--- src/rtl/crossbar_pkg.sv ---
// crossbar_pkg: shared defaults, the route record and its reset (identity) value
package crossbar_pkg;
  localparam int DATA_W_DEF = 8;
  localparam int ROUTE_SEL_W = 8;
  typedef struct packed {
    logic en;
    logic [ROUTE_SEL_W-1:0] sel;
  } route_t;
  function automatic route_t reset_route(input int o, input int num_in);
    route_t r;
    r.en = o < num_in;
    r.sel = r.en ? ROUTE_SEL_W'(o) : '0;
    return r;
  endfunction
endpackage

--- src/rtl/xbar_out_stage.sv ---
// xbar_out_stage: one output's route register (cfg_we/cfg_sel/cfg_en) and valid/ready output register (load/load_data -> out_data/out_valid, out_ready), exporting route_en/route_sel/can_load
module xbar_out_stage
  import crossbar_pkg::*;
#(
  parameter int NUM_IN = 4,
  parameter int DATA_W = DATA_W_DEF,
  parameter int SEL_W = 2,
  parameter int IDX = 0
) (
  input  logic                   clk,
  input  logic                   rst,
  input  logic                   cfg_we,
  input  logic [SEL_W-1:0]       cfg_sel,
  input  logic                   cfg_en,
  input  logic                   load,
  input  logic [DATA_W-1:0]      load_data,
  input  logic                   out_ready,
  output logic                   route_en,
  output logic [ROUTE_SEL_W-1:0] route_sel,
  output logic [DATA_W-1:0]      out_data,
  output logic                   out_valid,
  output logic                   can_load
);
  route_t route_q, route_d;
  logic [DATA_W-1:0] data_q, data_d;
  logic valid_q, valid_d;
  always_comb begin
    can_load = !valid_q || out_ready;
    route_d = cfg_we ? '{en: cfg_en, sel: ROUTE_SEL_W'(cfg_sel)} : route_q;
    data_d = load ? load_data : data_q;
    valid_d = load || (valid_q && !out_ready);
  end
  always_ff @(posedge clk) begin
    if (rst) begin
      route_q <= reset_route(IDX, NUM_IN);
      data_q <= '0;
      valid_q <= 1'b0;
    end else begin
      route_q <= route_d;
      data_q <= data_d;
      valid_q <= valid_d;
    end
  end
  assign route_en = route_q.en && route_q.sel < ROUTE_SEL_W'(NUM_IN);
  assign route_sel = route_q.sel;
  assign out_data = data_q;
  assign out_valid = valid_q;
endmodule

--- src/rtl/crossbar_switch_nxm.sv ---
// crossbar_switch_nxm: NUM_IN x NUM_OUT multicast crossbar; in_* valid/ready inputs, out_* registered valid/ready outputs, cfg_* per-output route writes
module crossbar_switch_nxm
  import crossbar_pkg::*;
#(
  parameter int NUM_IN = 4,
  parameter int NUM_OUT = 4,
  parameter int DATA_W = DATA_W_DEF,
  parameter int SEL_W = $clog2(NUM_IN),
  parameter int PORT_W = $clog2(NUM_OUT)
) (
  input  logic                      clk,
  input  logic                      rst,
  input  logic [NUM_IN*DATA_W-1:0]  in_data,
  input  logic [NUM_IN-1:0]         in_valid,
  output logic [NUM_IN-1:0]         in_ready,
  output logic [NUM_OUT*DATA_W-1:0] out_data,
  output logic [NUM_OUT-1:0]        out_valid,
  input  logic [NUM_OUT-1:0]        out_ready,
  input  logic                      cfg_valid,
  output logic                      cfg_ready,
  input  logic [PORT_W-1:0]         cfg_port,
  input  logic [SEL_W-1:0]          cfg_sel,
  input  logic                      cfg_en
);
  logic [NUM_OUT-1:0] route_en, can_load, load, cfg_we;
  logic [ROUTE_SEL_W-1:0] route_sel [NUM_OUT];
  logic [DATA_W-1:0] load_data [NUM_OUT];
  logic [NUM_IN-1:0] routed, blocked;
  always_comb begin
    routed = '0;
    blocked = '0;
    load = '0;
    cfg_we = '0;
    for (int o = 0; o < NUM_OUT; o++) load_data[o] = '0;
    for (int o = 0; o < NUM_OUT; o++)
      for (int i = 0; i < NUM_IN; i++)
        if (route_en[o] && route_sel[o] == ROUTE_SEL_W'(i)) begin
          routed[i] = 1'b1;
          blocked[i] = blocked[i] || !can_load[o];
        end
    in_ready = routed & ~blocked;
    // each output has exactly one source, so at most one input drives any load
    for (int o = 0; o < NUM_OUT; o++)
      for (int i = 0; i < NUM_IN; i++)
        if (route_en[o] && route_sel[o] == ROUTE_SEL_W'(i) && in_valid[i] && in_ready[i]) begin
          load[o] = 1'b1;
          load_data[o] = in_data[i*DATA_W +: DATA_W];
        end
    cfg_ready = (32'(cfg_port) >= NUM_OUT) || !out_valid[cfg_port];
    for (int o = 0; o < NUM_OUT; o++) cfg_we[o] = cfg_valid && cfg_ready && cfg_port == PORT_W'(o);
  end
  for (genvar o = 0; o < NUM_OUT; o++) begin : g_out
    xbar_out_stage #(.NUM_IN(NUM_IN), .DATA_W(DATA_W), .SEL_W(SEL_W), .IDX(o)) u_stage (
      .clk(clk),
      .rst(rst),
      .cfg_we(cfg_we[o]),
      .cfg_sel(cfg_sel),
      .cfg_en(cfg_en),
      .load(load[o]),
      .load_data(load_data[o]),
      .out_ready(out_ready[o]),
      .route_en(route_en[o]),
      .route_sel(route_sel[o]),
      .out_data(out_data[o*DATA_W +: DATA_W]),
      .out_valid(out_valid[o]),
      .can_load(can_load[o])
    );
  end
endmodule

--- config.mk ---
export PLATFORM = sky130hd
export DESIGN_NAME = crossbar_switch_nxm
export DESIGN_NICKNAME = d
export VERILOG_FILES = /design/src/rtl/crossbar_pkg.sv /design/src/rtl/xbar_out_stage.sv /design/src/rtl/crossbar_switch_nxm.sv
export SDC_FILE = /design/constraint.sdc
export NUM_CORES = 1
export LEC_CHECK = 0
export BUFFER_PORTS_ARGS = -buffer_cell sky130_fd_sc_hd__clkbuf_2
export CAP_MARGIN = 20
export CORE_UTILIZATION = 59
export DETAILED_ROUTE_END_ITERATION = 7
export PLACE_DENSITY = 0.86
export SETUP_SLACK_MARGIN = 0.2
export SYNTH_ARGS = -nofsm -noshare
export SYNTH_HDL_FRONTEND = slang
export SYNTH_HIERARCHICAL = 1
export SYNTH_SLANG_ARGS = --single-unit
--- constraint.sdc ---
create_clock -name clk -period 5 [get_ports clk]
set_input_delay 0.5 -clock clk [delete_from_list [all_inputs] [get_ports clk]]
set_output_delay 0.5 -clock clk [all_outputs]
set_load 0.05 [all_outputs]
==> impl_metrics.ini, run 1 <==
[clock_network]
numCtsBuffers = 5
cts_buffer_depth = 2
clk_latency_ps = 310
cts-root-buf = clkbuf_8
post_cts_resized = 0
clkSinkCount = 48
cts.htree.levels = 2
cts_hold_buf = 0
clk_pin_slew_worst_paths_ps = 90
post_cts_buffers = 0
cts_tree = built

[synthesis]
synthAdderAreaFrac = 0
synth.distinct_cells = 60
synthSimpleGateAreaFrac = 0.353
yosysTopAreaCell = dfxtp_1
synth_area_leaders = dfxtp_1, mux2i_1, nand2_1
synthMuxAreaShare = 0.103
synth_flop_cell = dfxtp_1
synth_xor_area_frac = 0
synth_top_cell_area_share = 0.253
synth_compound_area_frac = 0.190
netlist_instances = 468
synth-seq-cells = 48
async_flop_share = 0
synth_top_family_by_area = simple AND/OR/NAND/NOR gates
synth_edf_count = 0
syn-cell-area_um2 = 3800
synth-seq-area-share = 0.253
synth_area_per_cell_um2 = 8.11
ys_warn_count = 6

[grt]
grt_pass1_vias = 3676
grt_max_degree = 49
grt_pass1_wl_mm = 17.9
grt.overflow.total = 0
grt_antenna_before_repair = 0
track_usage = 0.352

[placed_design]
placed_cell_area_um2 = 4140
port_buffers = 88
gp_congestion = 1.07
dp_hpwl_mm = 9.01
dp.cells = 611

[sta]
min_period_ps = 3510
worstMarginPinSlew_ps = 1030
fmax_mhz = 285
rsz0062_at_grt = false
slew_headroom = 0.304
setup_tns_ps = 0
fin_skew_ps = 3.37
period_share = 0.703
finalMaxSlewViolations = 0
setup_violations = 0
hold_violations = 0

[floorplan]
num_rows = 28
core_um2 = 6060
die_height_um = 82.2
pin_count = 89
fp.dieArea_um2 = 6760
initial_core_util = 0.626
die_x_um = 82.2

[outcome]
status = complete, but fails checks
violations = DRC

[setup_path]
max_stage_delay_ps = 650
critical_path_arrival_ps = 3010
crit_top_cell = nor4_1
timing.critical_path.cells = or4b_1 > nor4_1 > a311o_1 > mux2i_1 > nor4_1 > clkbuf_2
setup.worst_path.start_class = flop
critPathSlowestCell = or4b_1
end_kind = output port
path_class = reg2out
cp_max_fo = 6
required_ps = 4500
crit_buf_inv = 1
crit_family = simple AND/OR/NAND/NOR gates

[cells_and_area]
diodes = 0
final_cell_count_no_fill = 619
area_growth_pct = 11.6
layout-drive-gt1-share = 0.233
final_area_um2 = 4240
nNetsFinal = 591

[routing]
vias = 4201
detail-route-antenna-nets = 0
drt_iter0_drc = 560
finalWirelength_mm = 11.8
via_per_inst = 6.79
first_pass_iters = 8
drcViolationCount = 22
post_drt_wl_per_cell_um = 19.1

[power]
ir_worst_vdd_mv = 0.175
leakage_nw = 1.68
powerDensity_nw_per_um2 = 177

[worst_hold_path]
hp-class = in2reg

[run]
max-cap-violations = 0
-- flip-flops by register name, summed over array words and instances, names as in the netlist --
name,flops
g_out.u_stage/out_data,32
g_out.u_stage/out_valid,4
g_out.u_stage/route_q,4
g_out.u_stage/route_sel,8
-- cell usage after synthesis, drive strengths merged (3+ instances only) --
cell and count:
nand3 8, a21oi 8, a22oi 8, a221o 3, nand2b 5, buf 38, clkbuf 8, o21ai 19
nor3b 4, nor2 48, a211o 8, a221oi 14, and3 7, conb 4, a31oi 7, a222oi 3
mux2i 37, o22ai 5, nor2b 13, nor4 27, nor3 18, nand2 50, nor4b 8, dfxtp 48
nand4 11, or4 14, inv 15, o2111ai 3
-- layer usage --
metal  up-vias  part of all wire  GRT usage  routed length, um
met5         -                 0          0                  0
met2       315              0.43      0.536               5150
met1      1940              0.39      0.474               4670
met4         0             0.038      0.147                452
met3        59              0.13     0.0835               1570
li1       1887                 -          -                  -
-- where the power goes --
group	switching, mW	total [mW]	internal, mW	leakage [nW]
Sequential	0.00880	0.395	0.387	0.388
Clock	0.141	0.255	0.113	0.0516
Combinational	0.0652	0.0983	0.0331	1.24
-- logic make-up (layout without fill, tap and decap cells) --
kind of cell / Yosys count / in the layout
other cells: 4 / 24
flops: 48 / 48
buf+inv: 61 / 117
simple gates: 225 / 225
compound gates: 92 / 92
mux: 38 / 38
-- final timing paths --
path                                     start  cells past startpoint  slack [ps]                             to
setup / recovery   g_out[2].u_stage/route_q[8]                      6        1490                    in_ready[3]
hold / removal                      cfg_sel[0]                      2         460  g_out[3].u_stage/route_sel[0]
setup reg to reg    g_out[2].u_stage/out_valid                      7        1560   g_out[0].u_stage/out_data[2]
hold reg to reg   g_out[1].u_stage/out_data[1]                      2         500   g_out[1].u_stage/out_data[1]
-- stage by stage --
stage | total power [mW] | util | setup WS, ps | hold WS (ps)
2_1_floorplan | 0.464 | - | 1370 | 458
4_1_cts | 0.741 | 0.699 | 1570 | 464
6_report | 0.749 | 0.699 | 1490 | 461
3_5_place_dp | 0.496 | 0.683 | 1500 | 482
5_1_grt | 0.769 | 0.699 | 1410 | 472
3_3_place_gp | 0.494 | 0.683 | 1560 | 471
-- layout make-up --
cell class | count | area, um2
multi-input combinational | 379 | 2540
fill | 527 | 1820
sequential | 48 | 961
timing repair buffer | 94 | 485
tap | 75 | 93.8
clock buffer | 6 | 82.6
inverter | 15 | 56.3
clock inverter | 2 | 13.8
-- worst reg2reg max path, delay by kind of cell, from the launching register on --
kind             cells  cell delay, ps
multiplexers         1             300
flip-flops           1             490
AND/OR/NAND/NOR      6            2520
-- layout by cell type (no fill, tap or decap), types with 6 or more instances in the layout --
| cell | count |
|---|---|
| clkbuf_2 | 88 |
| nand2_1 | 50 |
| a22oi_1 | 8 |
| buf_4 | 6 |
| conb_1 | 24 |
| nor4_1 | 16 |
| and3_1 | 7 |
| dfxtp_1 | 48 |
| mux2i_1 | 37 |
| inv_1 | 15 |
| a31oi_1 | 7 |
| nand4_1 | 11 |
| a221oi_1 | 12 |
| a211o_1 | 8 |
| nand3_1 | 8 |
| clkbuf_8 | 6 |
| nor2_1 | 48 |
| nor2b_1 | 13 |
| nor4_2 | 8 |
| or4_1 | 12 |
| o21ai_0 | 15 |
| nor3_1 | 18 |
| a21oi_1 | 8 |
(Power assumes the default switching activity.)
==> inputs of run 2 (changes only) <==
--- a/config.mk
+++ b/config.mk
@@ -7,9 +7,9 @@
 export LEC_CHECK = 0
 export BUFFER_PORTS_ARGS = -buffer_cell sky130_fd_sc_hd__clkbuf_2
 export CAP_MARGIN = 20
-export CORE_UTILIZATION = 59
+export CORE_UTILIZATION = 50
 export DETAILED_ROUTE_END_ITERATION = 7
-export PLACE_DENSITY = 0.86
+export PLACE_DENSITY = 0.78
 export SETUP_SLACK_MARGIN = 0.2
 export SYNTH_ARGS = -nofsm -noshare
 export SYNTH_HDL_FRONTEND = slang
==> constraint.sdc (replaced) <==
create_clock -name clk -period 3 [get_ports clk]
set_input_delay 0.3 -clock clk [delete_from_list [all_inputs] [get_ports clk]]
set_output_delay 0.3 -clock clk [all_outputs]
set_load 0.05 [all_outputs]
==> run 2 against run 1 <==
The run now ends clean. Power rose by 69%. Flip-flop and latch count did not move. Worst setup slack got worse by 1200 ps. Clock power rose by 68%. Combinational power rose by 80%. Clock-buffer cell count did not move. Via count fell by 1.7%. Routed wire length rose by 0.63%. Die area rose by 18%. Sequential share of layout area fell by 1.8 points. Core utilization fell by 6.7 points. Clock skew rose by 6.7 ps.
==> impl_metrics.ini, run 2 (synthesis gave the netlist of run 1 again) <==
[outcome]
status = complete, no violations

[cells_and_area]
final_cell_count_no_fill = 677
layout-drive-gt1-share = 0.299
final_area_um2 = 4610
largest_reg_flops = 32
multi_input_area_um2 = 2620
area_growth_pct = 21.5
layout_common_cells = clkbuf_2, nand2_1, nor2_1
nFillCells = 684
diodes = 0
seq_area_um2 = 963
nNetsFinal = 625
layout_commonest_cell = clkbuf_2

[clock_network]
cts.htree.levels = 2
cts_buffer_depth = 2
cts-root-buf = clkbuf_8
cts_tree = built
clkSinkCount = 48
numCtsBuffers = 5
clk_latency_ps = 310
clk_pin_slew_worst_paths_ps = 90

[routing]
post_drt_wl_per_cell_um = 17.6
drcViolationCount = 0
vias = 4128
drt_iter0_drc = 517
detail-route-antenna-nets = 0
via_per_inst = 6.10
first_pass_iters = 8
finalWirelength_mm = 11.9

[sta]
period_share = 0.912
fmax_mhz = 366
setup_violations = 0
rsz0062_at_grt = false
min_period_ps = 2740
finalMaxSlewViolations = 0
worstMarginPinSlew_ps = 980
fin_skew_ps = 10.0
setup_tns_ps = 0
hold_violations = 0
slew_headroom = 0.337

[power]
power.share.clock = 0.340
ir_worst_vdd_mv = 0.222
total_power_mw = 1.26
powerDensity_nw_per_um2 = 274
switching_share = 0.290
power_frac_comb = 0.140
leakage_nw = 1.90
seq_power_share = 0.520
p_sw_mw = 0.366
internal-power_mw = 0.896

[setup_path]
cp_max_fo = 5
timing.critical_path.cells = or4bb_1 > nor3_2 > a311o_1 > mux2i_1 > nor4_2 > buf_2
path_class = reg2out
end_kind = output port
ff2ff_path_depth = 7
setup.worst_path.start_class = flop
critPathSlowestCell = or4bb_1
critical_path_arrival_ps = 2440
max_stage_delay_ps = 640
required_ps = 2700

[floorplan]
initial_core_util = 0.521
fp.dieArea_um2 = 7950
num_rows = 31
die_height_um = 89.1
pin_count = 89
die_x_um = 89.1
core_um2 = 7290

[grt]
track_usage = 0.306
grt_max_degree = 49
grt_pass1_wl_mm = 18.6
grt.overflow.total = 0
grt_antenna_before_repair = 0
grt_pass1_vias = 3618

[placed_design]
port_buffers = 88
dp.cells = 664
placed_cell_area_um2 = 4410
gp_congestion = 0.993
dp_hpwl_mm = 9.23

[worst_hold_path]
hold_depth = 2
hp-class = in2reg

[run]
max-cap-violations = 0
-- run 2: power by group through the flow --
| stage | clock network, mW | registers, mW | logic [mW] |
|---|---|---|---|
| 5_1_grt | 0.459 | 0.658 | 0.187 |
| 4_1_cts | 0.429 | 0.656 | 0.163 |
| 2_1_floorplan | 0 | 0.665 | 0.109 |
| 3_5_place_dp | 0 | 0.670 | 0.162 |
| 6_report | 0.429 | 0.656 | 0.177 |
| 3_3_place_gp | 0 | 0.670 | 0.160 |
-- run 2: area by class of cell --
class,count,area share
Multi-Input combinational cell,379,0.568
Sequential cell,48,0.209
Inverter,15,0.0122
Timing Repair Buffer,128,0.163
Clock buffer,6,0.0179
Clock inverter,2,0.00298
Tap cell,99,0.0269
-- run 2: final timing paths --
path,startpoint,to,slack [ps]
worst max register to register,g_out[2].u_stage/route_q[8],g_out[1].u_stage/out_data[3],330
worst min-delay path,cfg_sel[0],g_out[1].u_stage/route_sel[0],260
worst max-delay path,g_out[3].u_stage/route_q[8],in_ready[3],260
worst min register to register,g_out[1].u_stage/out_data[5],g_out[1].u_stage/out_data[5],500
-- run 2: routing by layer --
| metal | GRT usage | vias to the layer above | share of wire |
|---|---|---|---|
| li1 | - | 1954 | - |
| met1 | 0.451 | 1874 | 0.44 |
| met2 | 0.456 | 263 | 0.43 |
| met3 | 0.0499 | 37 | 0.10 |
| met4 | 0.0895 | 0 | 0.026 |
| met5 | 0 | - | 0 |
-- run 2: stage by stage --
step	util	worst slack, ps	hold slack [ps]
2_1_floorplan	-	138	362
3_3_place_gp	0.605	188	472
3_5_place_dp	0.605	110	477
4_1_cts	0.622	152	265
5_1_grt	0.632	200	259
6_report	0.632	265	261
-- run 2: what timing repair did --
| item | 4_1_cts | 5_1_grt |
|---|---|---|
| pin swaps | 1 | 1 |
| gates resized for setup | 2 | 11 |
| setup endpoints to repair | 12 | 36 |
| buffers inserted | 2 | 3 |
| hold buffers | 0 | 0 |
-- run 2: worst max-delay path, delay by kind of cell, from the launching register on --
kind	cells	cell delay (ps)
mux	1	80
flops	1	350
compound gates	1	170
buf+inv	1	310
simple gates	3	1220
==> inputs of run 3 (changes only) <==
--- a/config.mk
+++ b/config.mk
@@ -7,11 +7,10 @@
 export LEC_CHECK = 0
 export BUFFER_PORTS_ARGS = -buffer_cell sky130_fd_sc_hd__clkbuf_2
 export CAP_MARGIN = 20
-export CORE_UTILIZATION = 50
+export CORE_UTILIZATION = 48
 export DETAILED_ROUTE_END_ITERATION = 7
-export PLACE_DENSITY = 0.78
+export PLACE_DENSITY = 0.77
 export SETUP_SLACK_MARGIN = 0.2
 export SYNTH_ARGS = -nofsm -noshare
 export SYNTH_HDL_FRONTEND = slang
-export SYNTH_HIERARCHICAL = 1
 export SYNTH_SLANG_ARGS = --single-unit
==> run 3 against run 2 <==
Critical endpoint is now g_out[0].u_stage.out_data[0]. Largest power group is now combinational logic. Die area shrank 13%. Highest routed layer unchanged. First-iteration DRC count fell by 0.39%. Worst hold slack lost 5.7 ps. Clock skew shrank 0.62 ps.
==> impl_metrics.ini, run 3 <==
[cells_and_area]
layout_common_cells = clkbuf_2, dfxtp_1, nor2_1
post-route-util = 0.594
diodes = 0
nNetsFinal = 501
layout_commonest_cell = clkbuf_2
area_growth_pct = 19.2
largest_reg_flops = 32
layout-drive-gt1-share = 0.322

[setup_path]
crit_family = simple AND/OR/NAND/NOR gates
reg2reg_slack_ps = 370
cp_max_fo = 17
timing.critical_path.cells = nand2b_1 > nor3_2 > nor4_2 > or4_1 > buf_4 > nor2_1 > a311oi_2
setup.worst_path.start_class = flop
end_kind = flop
ff2ff_path_depth = 7
required_ps = 3220
path_class = reg2reg
crit_buf_inv = 1
timing.rr.start = g_out[3].u_stage.out_valid
max_stage_delay_ps = 830
reg2reg_to = g_out[0].u_stage.out_data[0]
critical_path_arrival_ps = 2850
critPathSlowestCell = nor4_2

[worst_hold_path]
holdCritStartpoint = cfg_sel[1]
worstHoldEndpoint = g_out[2].u_stage.route_sel[1]
hold_depth = 2
hp-class = in2reg

[floorplan]
die_height_um = 83.2
initial_core_util = 0.499
die_x_um = 83.2
core_um2 = 6350
num_rows = 29
fp.dieArea_um2 = 6920
pin_count = 89

[synthesis]
synth_area_leaders = dfxtp_1, a311oi_2, a222oi_1
async_flop_share = 0
syn-cell-area_um2 = 3170
synth_nets = 417
synth_common_cells = dfxtp_1, nor2_1, nand2_1
synth_edf_count = 0
synth_area_per_cell_um2 = 8.58
synth-seq-cells = 48
yosysTopAreaCell = dfxtp_1
netlist_instances = 369
synth-seq-area-share = 0.304
synth.distinct_cells = 53
synth_flop_cell = dfxtp_1
synth_top_cell_area_share = 0.304
yosysMostFrequentCell = dfxtp_1
ys_warn_count = 0

[sta]
slew_headroom = 0.366
min_period_ps = 2630
setup_tns_ps = 0
rsz0062_at_grt = false
hold_violations = 0
period_share = 0.877
fin_skew_ps = 9.41
setup_violations = 0
worstMarginPinSlew_ps = 944
finalMaxSlewViolations = 0
fmax_mhz = 380
hold_slack_ps = 255

[routing]
route.layer.met1.wl_mm = 4.29
met3_length_mm = 1.15
first_pass_iters = 7
detail-route-antenna-nets = 0
drt_iter0_drc = 515
post_drt_wl_per_cell_um = 18.8
vias = 3459
finalWirelength_mm = 9.96
drcViolationCount = 0
via_per_inst = 6.51
wl_met2_mm = 4.35
top_layer = met4

[grt]
grt_max_degree = 49
grt_pass1_wl_mm = 15.8
grt_antenna_before_repair = 0
track_usage = 0.284
grt_pass1_vias = 3137
grt.overflow.total = 0

[clock_network]
numCtsBuffers = 5
clk_latency_ps = 310
post_cts_resized = 0
post_cts_buffers = 0
cts_hold_buf = 0
cts.htree.levels = 2
cts-root-buf = clkbuf_8
clk_pin_slew_worst_paths_ps = 100
cts_buffer_depth = 2
clkSinkCount = 48
cts_tree = built

[placed_design]
dp_hpwl_mm = 7.40
gp_congestion = 0.997
port_buffers = 88

[power]
leakage_nw = 1.49
powerDensity_nw_per_um2 = 513
ir_worst_vdd_mv = 0.379

[run]
max-cap-violations = 0

[outcome]
status = complete, no violations
run 3: cell types whose count changed after synthesis, sizes merged, moves of 7 or more:
cell	before	now
a22oi	8	15
nand2	50	39
nand4	11	2
o21a	1	8
a222oi	3	16
buf	38	18
or4	14	3
a221oi	14	0
mux2i	37	4
a311oi	1	24
nor4	27	14
run 3: logic make-up after synthesis:
logic type | synth area share
simple gates | 0.281
mux | 0.0198
flops | 0.304
buf+inv | 0.0680
compound gates | 0.328
run 3: layer usage:
| layer | GRT usage | vias to the layer above |
|---|---|---|
| li1 | - | 1610 |
| met3 | 0.0577 | 25 |
| met4 | 0.0925 | 0 |
| met2 | 0.423 | 229 |
| met1 | 0.407 | 1595 |
| met5 | 0 | - |
run 3: worst max-delay path by stage:
| stage | depth (start not counted) | start | slack, ps | end |
|---|---|---|---|---|
| finish | 7 | g_out[3].u_stage.out_valid | 370 | g_out[0].u_stage.out_data[0] |
| global route | 7 | g_out[3].u_stage.out_valid | 210 | g_out[0].u_stage.out_data[0] |
| CTS | 6 | g_out[1].u_stage.out_valid | 320 | g_out[3].u_stage.out_data[7] |
| detailed placement | 7 | out_ready[3] | 300 | g_out[1].u_stage.out_data[7] |
| global placement | 7 | out_ready[3] | 360 | g_out[1].u_stage.out_data[6] |
| floorplan | 4 | g_out[2].u_stage.route_sel[1] | 240 | in_ready[3] |
run 3: layout make-up:
| cell class | instances | area (um2) |
|---|---|---|
| Tap cell | 77 | 96.3 |
| Fill cell | 585 | 2580 |
| Inverter | 16 | 60.1 |
| Multi-Input combinational cell | 280 | 2010 |
| Timing Repair Buffer | 102 | 558 |
| Sequential cell | 48 | 961 |
| Clock buffer | 7 | 76.3 |
| Clock inverter | 1 | 8.76 |
run 3: worst reg2reg max path, delay by kind of cell, from the launching register on:
family / cells / cell delay (ps)
AOI/OAI and AO/OA: 1 / 240
and+or+nand+nor: 5 / 1710
buffers and inverters: 1 / 230
DFF: 1 / 350
run 3: where the power goes:
group          switching (mW)  internal (mW)
sequential             0.0535          0.708
combinational           0.545          0.230
clock                   0.233          0.167
total                   0.831           1.11
run 3: stage by stage:
| stage | instances | setup WS, ps | cell area, um2 | total power [mW] |
|---|---|---|---|---|
| global placement | 522 | 363 | 3650 | 1.52 |
| CTS | 530 | 315 | 3740 | 1.93 |
| finish | 531 | 370 | 3770 | 1.94 |
| floorplan | 369 | 243 | 3170 | 1.35 |
| detailed placement | 522 | 298 | 3650 | 1.53 |
| global route | 531 | 212 | 3770 | 2.02 |
